File: src/rtl/debug_mem_loader.sv
// Debug loader for RV32ICore: streams a data and an instruction segment into the caches,
// runs the core for a fixed window, then dumps both caches word by word.
module debug_mem_loader #(
    parameter int BRAMWORDS  = 4096,
    parameter int RST_CYCLES = 4,
    parameter int RUN_CYCLES = 200000
) (
    input  logic        CPU_CLK,
    input  logic        CPU_RST,
    input  logic        start,
    input  logic        in_valid,
    output logic        in_ready,
    input  logic [31:0] in_data,
    input  logic        in_last,
    output logic        out_valid,
    input  logic        out_ready,
    output logic [31:0] out_data,
    output logic        out_sel,
    output logic        out_last,
    output logic [31:0] dc_a2,
    output logic [31:0] dc_wd2,
    output logic [3:0]  dc_we2,
    input  logic [31:0] dc_rd2,
    output logic [31:0] ic_a2,
    output logic [31:0] ic_wd2,
    output logic [3:0]  ic_we2,
    input  logic [31:0] ic_rd2,
    output logic        core_rst,
    output logic        busy,
    output logic        done,
    output logic        err
);

    localparam int K_W     = $clog2(BRAMWORDS + 1);
    localparam int CNT_MAX = (RUN_CYCLES > RST_CYCLES) ? RUN_CYCLES : RST_CYCLES;
    localparam int CNT_W   = $clog2(CNT_MAX + 1);

    localparam logic [K_W-1:0]   K_END     = K_W'(BRAMWORDS);
    localparam logic [K_W-1:0]   K_LAST    = K_W'(BRAMWORDS - 1);
    localparam logic [CNT_W-1:0] HOLD_LAST = CNT_W'(RST_CYCLES - 1);
    localparam logic [CNT_W-1:0] RUN_LAST  = CNT_W'(RUN_CYCLES - 1);

    typedef enum logic [2:0] {
        IDLE, LOAD_D, LOAD_I, RST_HOLD, RUN, DUMP_D, DUMP_I, DONE
    } StateT;

    StateT            state;
    logic [K_W-1:0]   k;
    logic [CNT_W-1:0] cnt;
    logic [1:0]       dumpPh;
    logic             inFire;

    // Word index to byte address; upper address bits stay zero.
    function automatic logic [31:0] byteAddr(input logic [K_W-1:0] idx);
        byteAddr = {{(32 - K_W){1'b0}}, idx} << 2;
    endfunction

    assign inFire = in_valid & in_ready;

    always_ff @(posedge CPU_CLK) begin
        if (CPU_RST) begin
            state     <= IDLE;
            in_ready  <= 1'b0;
            out_valid <= 1'b0;
            out_last  <= 1'b0;
            out_sel   <= 1'b0;
            out_data  <= '0;
            dc_a2     <= '0;
            dc_wd2    <= '0;
            dc_we2    <= '0;
            ic_a2     <= '0;
            ic_wd2    <= '0;
            ic_we2    <= '0;
            core_rst  <= 1'b1;
            busy      <= 1'b0;
            done      <= 1'b0;
            err       <= 1'b0;
            k         <= '0;
            cnt       <= '0;
            dumpPh    <= '0;
        end else begin
            dc_we2 <= 4'b0000;
            ic_we2 <= 4'b0000;
            case (state)
                IDLE, DONE: begin
                    if (start) begin
                        state    <= LOAD_D;
                        in_ready <= 1'b1;
                        busy     <= 1'b1;
                        done     <= 1'b0;
                        err      <= 1'b0;
                        k        <= '0;
                    end
                end

                LOAD_D, LOAD_I: begin
                    if (inFire) begin
                        if (k < K_END) begin
                            if (state == LOAD_D) begin
                                dc_a2  <= byteAddr(k);
                                dc_wd2 <= in_data;
                                dc_we2 <= 4'b1111;
                            end else begin
                                ic_a2  <= byteAddr(k);
                                ic_wd2 <= in_data;
                                ic_we2 <= 4'b1111;
                            end
                            k <= k + 1'b1;
                        end else begin
                            err <= 1'b1;
                        end
                        if (in_last) begin
                            k <= '0;
                            if (state == LOAD_D) begin
                                state <= LOAD_I;
                            end else begin
                                state    <= RST_HOLD;
                                in_ready <= 1'b0;
                                cnt      <= '0;
                            end
                        end
                    end
                end

                RST_HOLD: begin
                    if (cnt == HOLD_LAST) begin
                        state    <= RUN;
                        cnt      <= '0;
                        core_rst <= 1'b0;
                    end else begin
                        cnt <= cnt + 1'b1;
                    end
                end

                RUN: begin
                    if (cnt == RUN_LAST) begin
                        state    <= DUMP_D;
                        core_rst <= 1'b1;
                        cnt      <= '0;
                        k        <= '0;
                        dumpPh   <= 2'd0;
                        dc_a2    <= byteAddr('0);
                    end else begin
                        cnt <= cnt + 1'b1;
                    end
                end

                DUMP_D, DUMP_I: begin
                    // Phase 0 waits out the cache read latency, phase 1 captures rd2,
                    // phase 2 holds the word until the consumer takes it.
                    case (dumpPh)
                        2'd0: dumpPh <= 2'd1;
                        2'd1: begin
                            out_data  <= (state == DUMP_D) ? dc_rd2 : ic_rd2;
                            out_valid <= 1'b1;
                            out_sel   <= (state == DUMP_I);
                            out_last  <= (k == K_LAST);
                            dumpPh    <= 2'd2;
                        end
                        default: begin
                            if (out_ready) begin
                                out_valid <= 1'b0;
                                out_last  <= 1'b0;
                                dumpPh    <= 2'd0;
                                if (k == K_LAST) begin
                                    k <= '0;
                                    if (state == DUMP_D) begin
                                        state <= DUMP_I;
                                        ic_a2 <= byteAddr('0);
                                    end else begin
                                        state <= DONE;
                                        busy  <= 1'b0;
                                        done  <= 1'b1;
                                    end
                                end else begin
                                    k <= k + 1'b1;
                                    if (state == DUMP_D) dc_a2 <= byteAddr(k + 1'b1);
                                    else                 ic_a2 <= byteAddr(k + 1'b1);
                                end
                            end
                        end
                    endcase
                end

                default: state <= IDLE;
            endcase
        end
    end

endmodule
File: config.mk
export PLATFORM = sky130hd
export DESIGN_NAME = debug_mem_loader
export DESIGN_NICKNAME = d
export VERILOG_FILES = /design/src/rtl/debug_mem_loader.sv
export SDC_FILE = /design/constraint.sdc
export NUM_CORES = 1
export LEC_CHECK = 0
export ABC_CLOCK_PERIOD_IN_PS = 4900
export BUFFER_PORTS_ARGS = -buffer_cell sky130_fd_sc_hd__buf_2
export CAP_MARGIN = 30
export CORE_MARGIN = 4
export CORE_UTILIZATION = 55
export CTS_CLUSTER_SIZE = 8
export DETAILED_ROUTE_END_ITERATION = 8
export PLACE_DENSITY_LB_ADDON = 0.1
export RECOVER_POWER = 100
export SLEW_MARGIN = 10
export SYNTH_ARGS = -nofsm -noshare
export SYNTH_HDL_FRONTEND = slang
export SYNTH_SLANG_ARGS = --single-unit
File: constraint.sdc
create_clock -name CPU_CLK -period 4.9 [get_ports CPU_CLK]
set_clock_uncertainty 0.2 [all_clocks]
set_input_delay 0.245 -clock CPU_CLK [delete_from_list [all_inputs] [get_ports CPU_CLK]]
set_output_delay 0.245 -clock CPU_CLK [all_outputs]
set_load 0.01 [all_outputs]
==> qor.txt <==
status - finished with violations
failing checks - capacitance limit, slew limit
PwrDens - 294 mW/mm²
Max clock buf depth - 2
Post-synth top cells - nand2_1, dfxtp_1, a21oi_1
CP Class - flip-flop to flip-flop
Via Count - 8,309
Inserted Clock Buffers - 17
Fmax - 0.254 GHz
Leakage - 3.99 nW
Final Max Tran Viols - 82
number of synthesized register bits - 168
# DRC - 0
IO Count - 278
Max Used Layer - met4
post-layout util - 0.722
final setup fails - 0
count leader, synth - nand2_1
Syn. warnings - 0
CP Max Fanout - 65
Tightest Pin Transition - 1600 ps
gr ovfl total - 0
initial antenna violation count - 0
critical path arrival - 4070 ps
syn_area_per_cell - 8.25 µm²
Post-synth EDFFs - 0
Primary FF master, synth - dfxtp_1
Netlist cell types - 75
Die X - 129 µm
Total GRT Usage - 0.288
maximum VDD drop - 0.000243 V
Hold WC Path Type - input pin to flip-flop
Final min period - 3940 ps
CP Launch Type - flip-flop
CTS tree - built
DR WL met3 - 1.69 mm
Post-Route WL - 25.0 mm
Die H - 129 µm
Total Nets Final - 1,370
Metal-1 WL - 9.92 mm
top cell type's share of synthesized area - 0.415
DRT iter0 DRCs - 719
Final Cycle Share - 0.803
largest net degree at the start of global routing - 98
clock root cell - clkbuf_16
1st-pass router iterations - 5
RSZ-0062 raised after global routing - no
area of the die - 0.0167 mm²
clock slew at reported path FFs - 70 ps
RePlAce Congestion - 0.899
cells taking the most area after synthesis - dfxtp_1, nand2_1, a21oi_1
ys async rst share - 0
Post-Route Setup TNS - 0 ps
critical path endpoint category - flip-flop
Rows - 44
starting density of the core - 0.559
Rel. slew slack - -0.0670
share of layout cells above drive strength 1 - 0.126
Seq/Total Area, Yosys - 0.415
vias in the first global route - 7,835
Vias/cell - 5.68
H-tree level count - 4
met2 WL - 12.3 mm
port buffer count - 239
Skew-Pair Late Insertion Delay - 440 ps
final hold slack - 44.5 ps
Inserted Diodes - 0
Synth Instances - 982
WP data required - 5030 ps
Sink Count - 168
Area growth, synth to finish - 29.1%
Final HPWL DP - 15.3 mm
Post-DRT Antenna Nets - 0
endpoints failing hold - 0
Cell Area, Synth - 0.00810 mm²
Synth area leader - dfxtp_1
Core Region - 0.0145 mm²
max_cap viols - 3
global-route wire length before repair - 38.9 mm
drt wl/cell - 17.1 µm
Fillers - 1,199
## cell type report
cell class | instances | area (µm²) | area share
clock buffer | 19 | 453 | 0.0433
sequential | 168 | 3360 | 0.322
timing repair buffer | 344 | 2080 | 0.199
tap | 184 | 230 | 0.0220
inverter | 12 | 45.0 | 0.00431
multi-input combinational | 723 | 4150 | 0.397
clock inverter | 13 | 136 | 0.0130
## cells by family (layout without fill, tap and decap cells)
family	count (synthesis)	in the layout	synth area share
compound gates	254	254	0.207
buf+inv	128	388	0.0858
simple gates	367	367	0.212
fa+ha+maj	2	2	0.00309
flops	168	168	0.415
mux	47	47	0.0601
xor+xnor	15	15	0.0162
other cells	1	38	0.000463
## stage by stage
stage | power (mW) | instances | cell area [µm²] | worst slack, ps
detailed placement | 1.71 | 1336 | 9130 | 1610
global route | 3.17 | 1463 | 10500 | 604
global placement | 1.70 | 1334 | 9090 | 1740
floorplan | 1.62 | 1019 | 8240 | 2410
CTS | 3.08 | 1460 | 10600 | 1590
finish | 3.08 | 1463 | 10500 | 963
## final timing paths
path / start / to / slack, ps / cells after the start
setup / recovery: state[0]$_SDFFE_PP0P_ / out_data[11]$_SDFFE_PP0P_ / 960 / 6
hold / removal: dc_rd2[9] / out_data[9]$_SDFFE_PP0P_ / 40 / 3
hold reg to reg: out_sel$_SDFFE_PP0P_ / out_sel$_SDFFE_PP0P_ / 250 / 2
setup reg to reg: state[0]$_SDFFE_PP0P_ / out_data[11]$_SDFFE_PP0P_ / 960 / 6
## placed cells by master (no fill, tap or decap), types with 10 or more instances in the layout
cell type	netlist	routed
inv_1	11	11
clkbuf_1	44	141
a21o_1	10	10
dlygate4sd3_1	0	94
a211oi_1	48	48
nor2_1	71	71
dfxtp_1	168	168
conb_1	1	38
nor3_1	16	16
clkbuf_16	0	17
nand4_1	16	16
nand3_1	27	27
a21oi_1	105	105
nor4_1	10	10
nand2_1	173	173
mux2i_1	40	40
buf_2	24	100
o21ai_0	26	27
## state kept, by name, summed over array words and instances, names as in the netlist
signal and count:
in_ready 1, core_rst 1, out_sel 1, k 13, dc_wd2 32, state 3, out_data 32, dc_we2 1
cnt 18, ic_we2 1, dumpPh 2, dc_a2 13, busy 1, ic_wd2 32, out_valid 1, done 1
err 1, ic_a2 13, out_last 1
## metal layers
| layer | vias up | global-route usage |
|---|---|---|
| li1 | 3986 | - |
| met1 | 3882 | 0.350 |
| met2 | 364 | 0.484 |
| met3 | 77 | 0.0639 |
| met4 | 0 | 0.140 |
| met5 | - | 0 |
## critical path: stages (launching register included)
cell and delay, ps:
dfxtp_1 850, xor2_1 390, nand2_1 590, nor3b_1 370, clkbuf_2 910, nor2_1 170
a211oi_1 310
## where the power goes
group,switching [mW],internal [mW]
clock network,0.594,0.743
logic,0.182,0.144
registers,0.0230,1.39
## repair_timing
| action | CTS | global route |
|---|---|---|
| resized for setup | 0 | 0 |
| buffers inserted | 0 | 0 |
| endpoints found under the hold margin | 95 | 1 |
| hold buffers | 92 | 2 |
(Power assumes the default switching activity.)
